==> src/rtl/bus_mux_arbiter.sv <==
// Round-robin arbiter for a shared 4:1 data mux, with a one-entry registered output stage.
// Latency: req in cycle 0 -> grant/sel in cycle 1 -> out_valid from cycle 2; 1 beat/clk within a grant.
// Backpressure: out_valid && !out_ready stalls the grant (no ack, count frozen); each grant capped at BURST_MAX beats.
module bus_mux_arbiter #(
    parameter int WIDTH     = 32,
    parameter int BURST_MAX = 4
) (
    input  logic             clk,
    input  logic             rst_n,
    input  logic [3:0]       req,
    input  logic [WIDTH-1:0] d1,
    input  logic [WIDTH-1:0] d2,
    input  logic [WIDTH-1:0] d3,
    input  logic [WIDTH-1:0] d4,
    input  logic             out_ready,
    output logic [1:0]       sel,
    output logic [3:0]       grant,
    output logic [3:0]       req_ack,
    output logic             out_valid,
    output logic [WIDTH-1:0] out_data
);

    typedef enum logic {
        IDLE  = 1'b0,
        GRANT = 1'b1
    } state_t;

    state_t           state_q;
    logic [1:0]       ptr_q;
    logic [1:0]       sel_q;
    logic [3:0]       cnt_q;
    logic [3:0]       grant_q;
    logic             out_valid_q;
    logic [WIDTH-1:0] out_data_q;

    logic [WIDTH-1:0] src_dat;
    logic             free;
    logic             take;
    logic             last_beat;
    logic             rel;
    logic             pick_vld;
    logic [1:0]       pick_sel_d;
    logic [1:0]       scan_idx;

    always_comb begin
        unique case (sel_q)
            2'b00:   src_dat = d1;
            2'b01:   src_dat = d2;
            2'b10:   src_dat = d3;
            default: src_dat = d4;
        endcase
    end

    // The output slot is free if empty or being drained this same edge.
    assign free      = !out_valid_q || out_ready;
    assign take      = (state_q == GRANT) && req[sel_q] && free;
    assign last_beat = (cnt_q == 4'(BURST_MAX - 1));
    assign rel       = (state_q == GRANT) && (!req[sel_q] || (take && last_beat));

    // Scan from ptr upward; iterating downward leaves the closest requester as the winner.
    always_comb begin
        pick_vld   = 1'b0;
        pick_sel_d = ptr_q;
        scan_idx   = ptr_q;
        for (int k = 3; k >= 0; k--) begin
            scan_idx = ptr_q + 2'(k);
            if (req[scan_idx]) begin
                pick_vld   = 1'b1;
                pick_sel_d = scan_idx;
            end
        end
    end

    always_ff @(posedge clk or negedge rst_n) begin
        if (!rst_n) begin
            state_q     <= IDLE;
            ptr_q       <= 2'd0;
            sel_q       <= 2'd0;
            cnt_q       <= 4'd0;
            grant_q     <= 4'd0;
            out_valid_q <= 1'b0;
            out_data_q  <= '0;
        end else begin
            unique case (state_q)
                IDLE: begin
                    if (out_ready) begin
                        out_valid_q <= 1'b0;
                    end
                    if (pick_vld) begin
                        sel_q   <= pick_sel_d;
                        grant_q <= 4'b0001 << pick_sel_d;
                        cnt_q   <= 4'd0;
                        state_q <= GRANT;
                    end
                end
                GRANT: begin
                    if (take) begin
                        out_data_q  <= src_dat;
                        out_valid_q <= 1'b1;
                        cnt_q       <= cnt_q + 4'd1;
                    end else if (out_ready) begin
                        out_valid_q <= 1'b0;
                    end
                    if (rel) begin
                        grant_q <= 4'd0;
                        ptr_q   <= sel_q + 2'd1;
                        state_q <= IDLE;
                    end
                end
            endcase
        end
    end

    assign sel       = sel_q;
    assign grant     = grant_q;
    assign req_ack   = take ? grant_q : 4'b0000;
    assign out_valid = out_valid_q;
    assign out_data  = out_data_q;

endmodule

==> config.mk <==
export PLATFORM = sky130hd
export DESIGN_NAME = bus_mux_arbiter
export DESIGN_NICKNAME = d
export VERILOG_FILES = /design/src/rtl/bus_mux_arbiter.sv
export SDC_FILE = /design/constraint.sdc
export NUM_CORES = 1
export LEC_CHECK = 0
export ABC_AREA = 1
export CELL_PAD_IN_SITES_DETAIL_PLACEMENT = 1
export CELL_PAD_IN_SITES_GLOBAL_PLACEMENT = 2
export CORE_MARGIN = 4
export CORE_UTILIZATION = 19
export CTS_CLUSTER_SIZE = 28
export DETAILED_ROUTE_END_ITERATION = 6
export GPL_ROUTABILITY_DRIVEN = 0
export HOLD_SLACK_MARGIN = 0.02
export PLACE_DENSITY = 0.85
export SYNTH_ARGS = -nofsm -noshare
export SYNTH_HDL_FRONTEND = slang
export SYNTH_SLANG_ARGS = --single-unit
==> constraint.sdc <==
create_clock -name clk -period 2.4 [get_ports clk]
set_clock_uncertainty 0.15 [all_clocks]
set_input_delay 0.48 -clock clk [delete_from_list [all_inputs] [get_ports clk]]
set_output_delay 0.48 -clock clk [all_outputs]
set_load 0.02 [all_outputs]
=== After elaboration in Yosys (flattened, before gate mapping) ===
Cells that the tools add are included.

* Output and inout bits: 43
* Logic and storage cells: 71
* Register bits after elaboration: 46
* Input port bits: 135

* Reduce and logical (&&, ||, !) cells: 14
* Mux-type cells: 32
* $add $sub $neg: 5
* Bitwise gates (word level): 1
* Eq/ne operators: 6
* Shifts and indexed selects: 1
* $lt $le $gt $ge: 5

{| class="wikitable"
|+ Operator list
! operator !! number
|-
| $pmux 32 s3 || 1
|-
| $mux 4 || 5
|-
| $pmux 4 s2 || 2
|-
| $lt 2x3->1 const B || 5
|-
| $mux 1 || 13
|-
| $bmux 1 s2 || 5
|-
| $reduce_and 2->1 || 5
|-
| $mux 2 || 4
|-
| $add 2x1->2 const B || 2
|-
| $add 2x2->2 const B || 2
|-
| $add 4x1->4 const B || 1
|-
| $eq 4x2->1 const B || 1
|-
| $logic_and 1x1->1 || 4
|-
| $ne 2x1->1 const B || 2
|-
| $pmux 1 s2 || 2
|-
| $shl 1x2->4 const A || 1
|-
| $eq 2x1->1 const B || 1
|-
| $eq 2x2->1 const B || 1
|-
| $logic_not 1->1 || 2
|-
| $logic_not 2->1 || 1
|-
| $logic_or 1x1->1 || 2
|-
| $ne 2x2->1 const B || 1
|-
| $not 1->1 || 1
|}

=== Depth between registers and ports, before layout ===
* Word-level depth: 10
* Depth in mapped cells: 12
* Depth with buffers taken out: 12

=== Worst setup path before layout ===
No wires, ideal clock.

* Path kind: reg-to-output
* Start point: register sel_q[0] (netlist: sel[0])
* End point: output port req_ack[0]
* Path slack: 0.199 ns
* Data required time: 1.770 ns
* Cell stages (with the launch flop): 12
* Buffers on the path: 2
* Data arrival time: 1.571 ns
* Cell sequence: dfrtp_1 inv_2 nand2_1 nand3_1 nand2_1 nor2_2 inv_2 nor2_8 inv_2 buf_6 buf_6 nor2_2

* Longest elaborated chain between the ends: 5

{| class="wikitable"
|+ Ends and longest elaborated chain
! element !! line !! RTL
|-
| start: declaration || 30 || <nowiki>logic [1:0] sel_q;</nowiki>
|-
| start signal: assignment || 90 || <nowiki>sel_q <= pick_sel_d;</nowiki>
|-
| $bmux 1 s2 || 56 || <nowiki>assign take = (state_q == GRANT) && req[sel_q] && free;</nowiki>
|-
| $mux 1 (not written as such) || 56 ||
|-
| $logic_and 1x1->1 (2 in series) || 56 ||
|-
| $mux 4 || 116 || <nowiki>assign req_ack = take ? grant_q : 4'b0000;</nowiki>
|-
| end: declaration || 18 || <nowiki>output logic [3:0] req_ack,</nowiki>
|}

No other way between the ends. The select of a mux whose other input is x is not followed.

=== Worst setup path in the final report ===
Same ends and word-level chain as after synthesis.

==> metrics <==
die width 132 µm; actual transition at the worst max-transition pin 0.613 ns; proportion of register bits with asynchronous set or reset after synthesis 100%; yosys warns 0; main flop type after synthesis sky130_fd_sc_hd__dfrtp_1; post-DR wirelength/cell 16.6 µm; Layout Cells excl Fill 760; half-perimeter wire length after detailed placement 9640 µm; static leakage 2.37 nW; clock latency on the worst-skew pair 0.28 ns; Worst Slack Setup Final 0.155 ns; TritonCTS clock tree built; number of antenna violations at the first check in global routing 0; number of nets in the layout 711; Relative slew margins 59.2%; die footprint 0.0175 mm²; # diodes 0; layout-stage area growth over the synthesis result 75.4%; site row count 45; ratio of cells with drive above 1 in the final layout 10.3%; post-detailed-route DRC marker count 0; CTS Buffer Depth 2; synthesized area per cell 7.42 µm²; Max Freq 446 MHz; first-pass GRT wire length 20000 µm; number of enable-type register cells in the synthesized netlist 0; Inserted Clock Buffers 5; drt via density 4.54; clock root cell sky130_fd_sc_hd__clkbuf_16; final standard cell area without fillers 0.00514 mm²; maximum number of pins on one net before global-route repair 66; sequential-to-total area share from yosys stat 39.3%; max-cap check violation count 0; Worst Setup Path Type flip-flop to output pin; Filler cells 1808; die boundary height 132 µm; clock tree sinks 46; share of the cycle needed by the critical path after routing 93.5%; starting density of the core 19.3%; worst slack at placement -0.463 ns; placed insts 751; Post-Syn Instances 395; hold bufs inserted after CTS 0; overflow left after global routing 0; CTS H-tree lvls 2; critical path fanouts, max 5; number of placed I/O pins 178; type of origin of the critical path flip-flop; antenna viol nets, final 0; Final min period 2.24 ns; final number of hold-violating endpoints 0; total of buffers placed on input and output ports 177; run status finished clean; Required @ worst endpoint 1.77 ns; top library cells by usage in the layout, fill and taps aside 168 x sky130_fd_sc_hd__clkdlybuf4s50_1, 153 x sky130_fd_sc_hd__nand2_1, 46 x sky130_fd_sc_hd__dfrtp_1; post-synthesis sequential element count 46; clock slew at reported path FFs 0.07 ns; core area 0.0151 mm²; overall global routing resource usage 14.2%; first-pass iteration count of the detailed router 4; routed via count 3447; element type at the critical path end output pin; Tightest Hold Check Type primary input to async pin; via count of the first global-routing pass 3669; total power consumption of the routed design 6.18 mW; placed instance area 0.00494 mm²; area of the mapped netlist 0.00293 mm²; Final setup viols 0; most common library cell in the layout ignoring fill and taps sky130_fd_sc_hd__clkdlybuf4s50_1; syn nets 535; count of unique library cells instantiated by Yosys 25; arrival time worst endpoint 1.61 ns; setup repair after global routing missed its margin false; total wire length after detailed routing 12600 µm; Slew Limit Fails 0; detailed router's first-iteration violation count 113; power density over the cells 1200 mW/mm²; worst IR drop on VDD 0.000461 V
## synthesized netlist by cell type (3+ instances only)
cell type / n / area (µm²)
sky130_fd_sc_hd__nand2_1: 154 / 578
sky130_fd_sc_hd__a22o_1: 32 / 280
sky130_fd_sc_hd__o22ai_1: 32 / 200
sky130_fd_sc_hd__nor2_1: 7 / 26.3
sky130_fd_sc_hd__clkbuf_1: 15 / 56.3
sky130_fd_sc_hd__ha_1: 5 / 62.6
sky130_fd_sc_hd__nor2_2: 7 / 43.8
sky130_fd_sc_hd__a21oi_1: 3 / 15.0
sky130_fd_sc_hd__nand3_1: 11 / 55.1
sky130_fd_sc_hd__dfrtp_1: 46 / 1150
sky130_fd_sc_hd__nand2_2: 5 / 31.3
sky130_fd_sc_hd__inv_2: 8 / 30.0
sky130_fd_sc_hd__buf_2: 3 / 15.0
sky130_fd_sc_hd__o21ai_0: 32 / 160
sky130_fd_sc_hd__inv_1: 16 / 60.1
sky130_fd_sc_hd__o21ai_2: 6 / 52.6
## state kept, by name (all words and copies together), names as in the netlist
signal,count
grant,4
state_q,1
cnt_q,4
ptr_q,2
out_valid,1
out_data,32
sel,2
## layer usage
metal / routed length (µm) / global-route usage (%) / part of all wire (%)
met1: 5620 / 18.0 / 45
met2: 6190 / 24.8 / 49
met3: 636 / 3.21 / 5.0
met4: 162 / 3.29 / 1.3
met5: 0 / 0 / 0
## layout make-up
type                       count  area [µm²]  area share [%]
multi-input combinational    302        1610            31.2
sequential                    46        1150            22.4
inverter                      24        95.1            1.85
timing repair buffer         192        1910            37.1
clock buffer                   5         125            2.43
clock inverter                 3        21.3           0.414
tap                          188         235            4.58
## cell families after synthesis
kind of cell	share of synthesized area [%]
AND/OR/NAND/NOR	26.6
AO/OA/AOI/OAI	24.8
buffers and inverters	6.87
flip-flops	39.3
adder cells (fa/ha/maj)	2.13
XOR/XNOR	0.299
## through the flow
step / hold WS (ns) / setup TNS (ns) / utilization (%)
2_1_floorplan: 0.0344 / 0 / -
3_3_place_gp: 0.316 / -3.66 / 32.6
3_5_place_dp: 0.323 / -5.06 / 32.6
4_1_cts: 0.175 / 0 / 33.5
5_1_grt: 0.205 / 0 / 33.9
6_report: 0.151 / 0 / 33.9
## worst max-delay path, cell delays in order (launching register included)
cell                      delay (ns)
sky130_fd_sc_hd__dfrtp_1        0.45
sky130_fd_sc_hd__inv_2          0.10
sky130_fd_sc_hd__nand2_1        0.05
sky130_fd_sc_hd__nand3_1        0.08
sky130_fd_sc_hd__nand2_2        0.07
sky130_fd_sc_hd__nor2_2         0.11
sky130_fd_sc_hd__inv_2          0.07
sky130_fd_sc_hd__nor2_8         0.13
sky130_fd_sc_hd__inv_6          0.06
sky130_fd_sc_hd__nor2_4         0.08
sky130_fd_sc_hd__buf_6          0.12
## power by group
group          switching, mW  leakage [nW]  internal [mW]
sequential             0.241         0.580           1.13
combinational           2.42          1.72           1.71
clock                  0.300        0.0698          0.386
total                   2.96          2.37           3.22
## timing repair
action                                  4_1_cts  5_1_grt
gates cloned                                  0        0
pin swaps                                     0        2
buffers inserted                              0        1
resized for setup                            20       16
endpoints found under the setup margin        4       10
## path summary, 6_finish.rpt
kind,startpoint,to,slack (ns),cells after the start
max in group asynchronous,rst_n,out_data[31],1.54,2
min in group clk,out_data[24],out_data[24],0.34,2
setup reg to reg,sel[1],out_data[5],0.29,9
hold reg to reg,out_data[24],out_data[24],0.34,2
hold / removal,rst_n,out_data[14],0.15,2
setup / recovery,sel[0],req_ack[0],0.16,10
Note: power is estimated with default switching activity, not from simulation.
==> edit, RTL diff (config.mk and constraints unchanged) <==
Compare `cnt_q` against `4'(BURST_MAX - 1)` with >= in place of ==.
--- a/src/rtl/bus_mux_arbiter.sv
+++ b/src/rtl/bus_mux_arbiter.sv
@@ -54,7 +54,7 @@
     // The output slot is free if empty or being drained this same edge.
     assign free      = !out_valid_q || out_ready;
     assign take      = (state_q == GRANT) && req[sel_q] && free;
-    assign last_beat = (cnt_q == 4'(BURST_MAX - 1));
+    assign last_beat = (cnt_q >= 4'(BURST_MAX - 1));
     assign rel       = (state_q == GRANT) && (!req[sel_q] || (take && last_beat));
 
     // Scan from ptr upward; iterating downward leaves the closest requester as the winner.
Check against the original RTL: no difference found for any inputs over 10 cycles, from zero or initial values and one cycle with rst_n low; that may be too few to reach the edited logic, so the function may still have changed.
==> edit against the unedited design <==
- sequential cell count stayed put
- cell area rose by 0.90%
- register-to-register slack better by 120 ps
- synthesized area up 0.51%
- worst setup slack worse by 57 ps
- power grew 4.5%
- wire length decreased by 2.2%
- global-route usage fell by 0.34 points
- sequential share of layout area decreased by 0.20 points
- largest cell class unchanged
- highest routed layer is now met5
==> edit: results (changes against the unedited design) <==
Outcome: complete, no violations (unchanged)
Fin cells: 762 (was 760)
Fillers: 1825 (was 1808)
Syn Inst Count: 393 (was 395)
Final min period: 2300 ps (was 2240 ps)
Inst Count DP: 753 (was 751)
Worst VDD drop: 0.626 mV (was 0.461 mV)
Register-to-register path setup slack: 410 ps (was 290 ps)
Sequential element share of the synthesized area: 39.1% (was 39.3%)
Worst r2r src: sel[0] (was sel[1])
Pre-CTS setup slack: -363 ps (was -463 ps)
Vias in the first global route: 3794 (was 3669)
Crit path launch: req[3] (was sel[0])
Critical path arrival: 1670 ps (was 1610 ps)
First-pass GRT wire length: 20000 um (about the same)
Initial antenna violation count: 1 (was 0)
Routed wire length: 12300 um (was 12600 um)
Layout cells sized above 1: 10.1% (was 10.3%)
Hpwl dp: 9910 um (was 9640 um)
Rel. slew slack: 68.2% (was 59.2%)
Hold crit path type: register to register (was input port to async pin)
Worst Reg-to-Reg Cells: 11 (was 9)
Via-per-instance ratio: 4.51 (was 4.54)
Most frequent cells after synthesis: 137 x nand2_1, 46 x dfrtp_1, 34 x o21ai_0, 32 x a22o_1, 32 x o22ai_1 (was 154 x nand2_1, 46 x dfrtp_1, 32 x a22o_1, 32 x o21ai_0, 32 x o22ai_1)
Internal Power: 3.51 mW (was 3.22 mW)
Largest net degree at the start of global routing: 69 (was 66)
P_leak: 2.37 nW (about the same)
Main area contributors after synthesis: dfrtp_1 39%, nand2_1 17%, a22o_1 9.5% (was dfrtp_1 39%, nand2_1 20%, a22o_1 9.6%)
Hold Slack: 334 ps (was 151 ps)
Crit-path slowest cell: clkdlybuf4s50_1 (was dfrtp_1)
DP Area: 4990 um2 (was 4940 um2)
Max incr delay on CP: 500 ps (was 450 ps)
[edit: logic make-up (layout without fill, tap and decap cells)]
| logic type | Yosys count | in the layout | synth area share (%) |
|---|---|---|---|
| simple gates | 185 | 185 | 26.8 |
| fa+ha+maj | 5 | 5 | 2.12 |
| xor+xnor | 1 | 1 | 0.297 |
| flops | 46 | 46 | 39.1 |
| compound gates | 105 | 105 | 24.1 |
| buf+inv | 51 | 232 | 7.60 |
[edit: power groups by stage]
stage,sequential [mW],combinational [mW],clock (mW)
4_1_cts,1.38,4.25,0.949
2_1_floorplan,1.68,2.25,0
6_report,1.38,4.16,0.920
5_1_grt,1.43,4.65,0.982
3_5_place_dp,1.39,4.24,0
3_3_place_gp,1.37,4.10,0
[edit: worst register-to-register path, cell delays in order (launching register included)]
cell	delay (ps)
dfrtp_1	440
inv_2	120
nand2_1	60
nand3_1	80
nand2_2	60
nor2_2	120
nand2_4	90
buf_6	260
o21bai_4	190
nand2_2	130
nand3_1	100
nand2_1	70
[edit: final cells by class]
type,count,area (um2),share of cell area [%]
inverter,28,115,2.22
sequential,46,1150,22.2
multi-input combinational,296,1570,30.3
clock inverter,2,60.1,1.16
timing repair buffer,196,1920,36.9
tap,188,235,4.54
clock buffer,6,139,2.68
[edit: layer usage]
metal	up-vias	GRT usage (%)	part of all wire [%]
li1	1699	-	-
met5	-	0	0.11
met4	2	2.42	0.74
met3	8	3.69	6.6
met1	1618	16.2	42
met2	112	25.8	51
[edit: repair_timing]
item	CTS	global route
hold buffers	1	0
resized for setup	16	4
buffers inserted	0	0
gates cloned	0	0
endpoints found under the hold margin	15	0
endpoints found under the setup margin	4	2
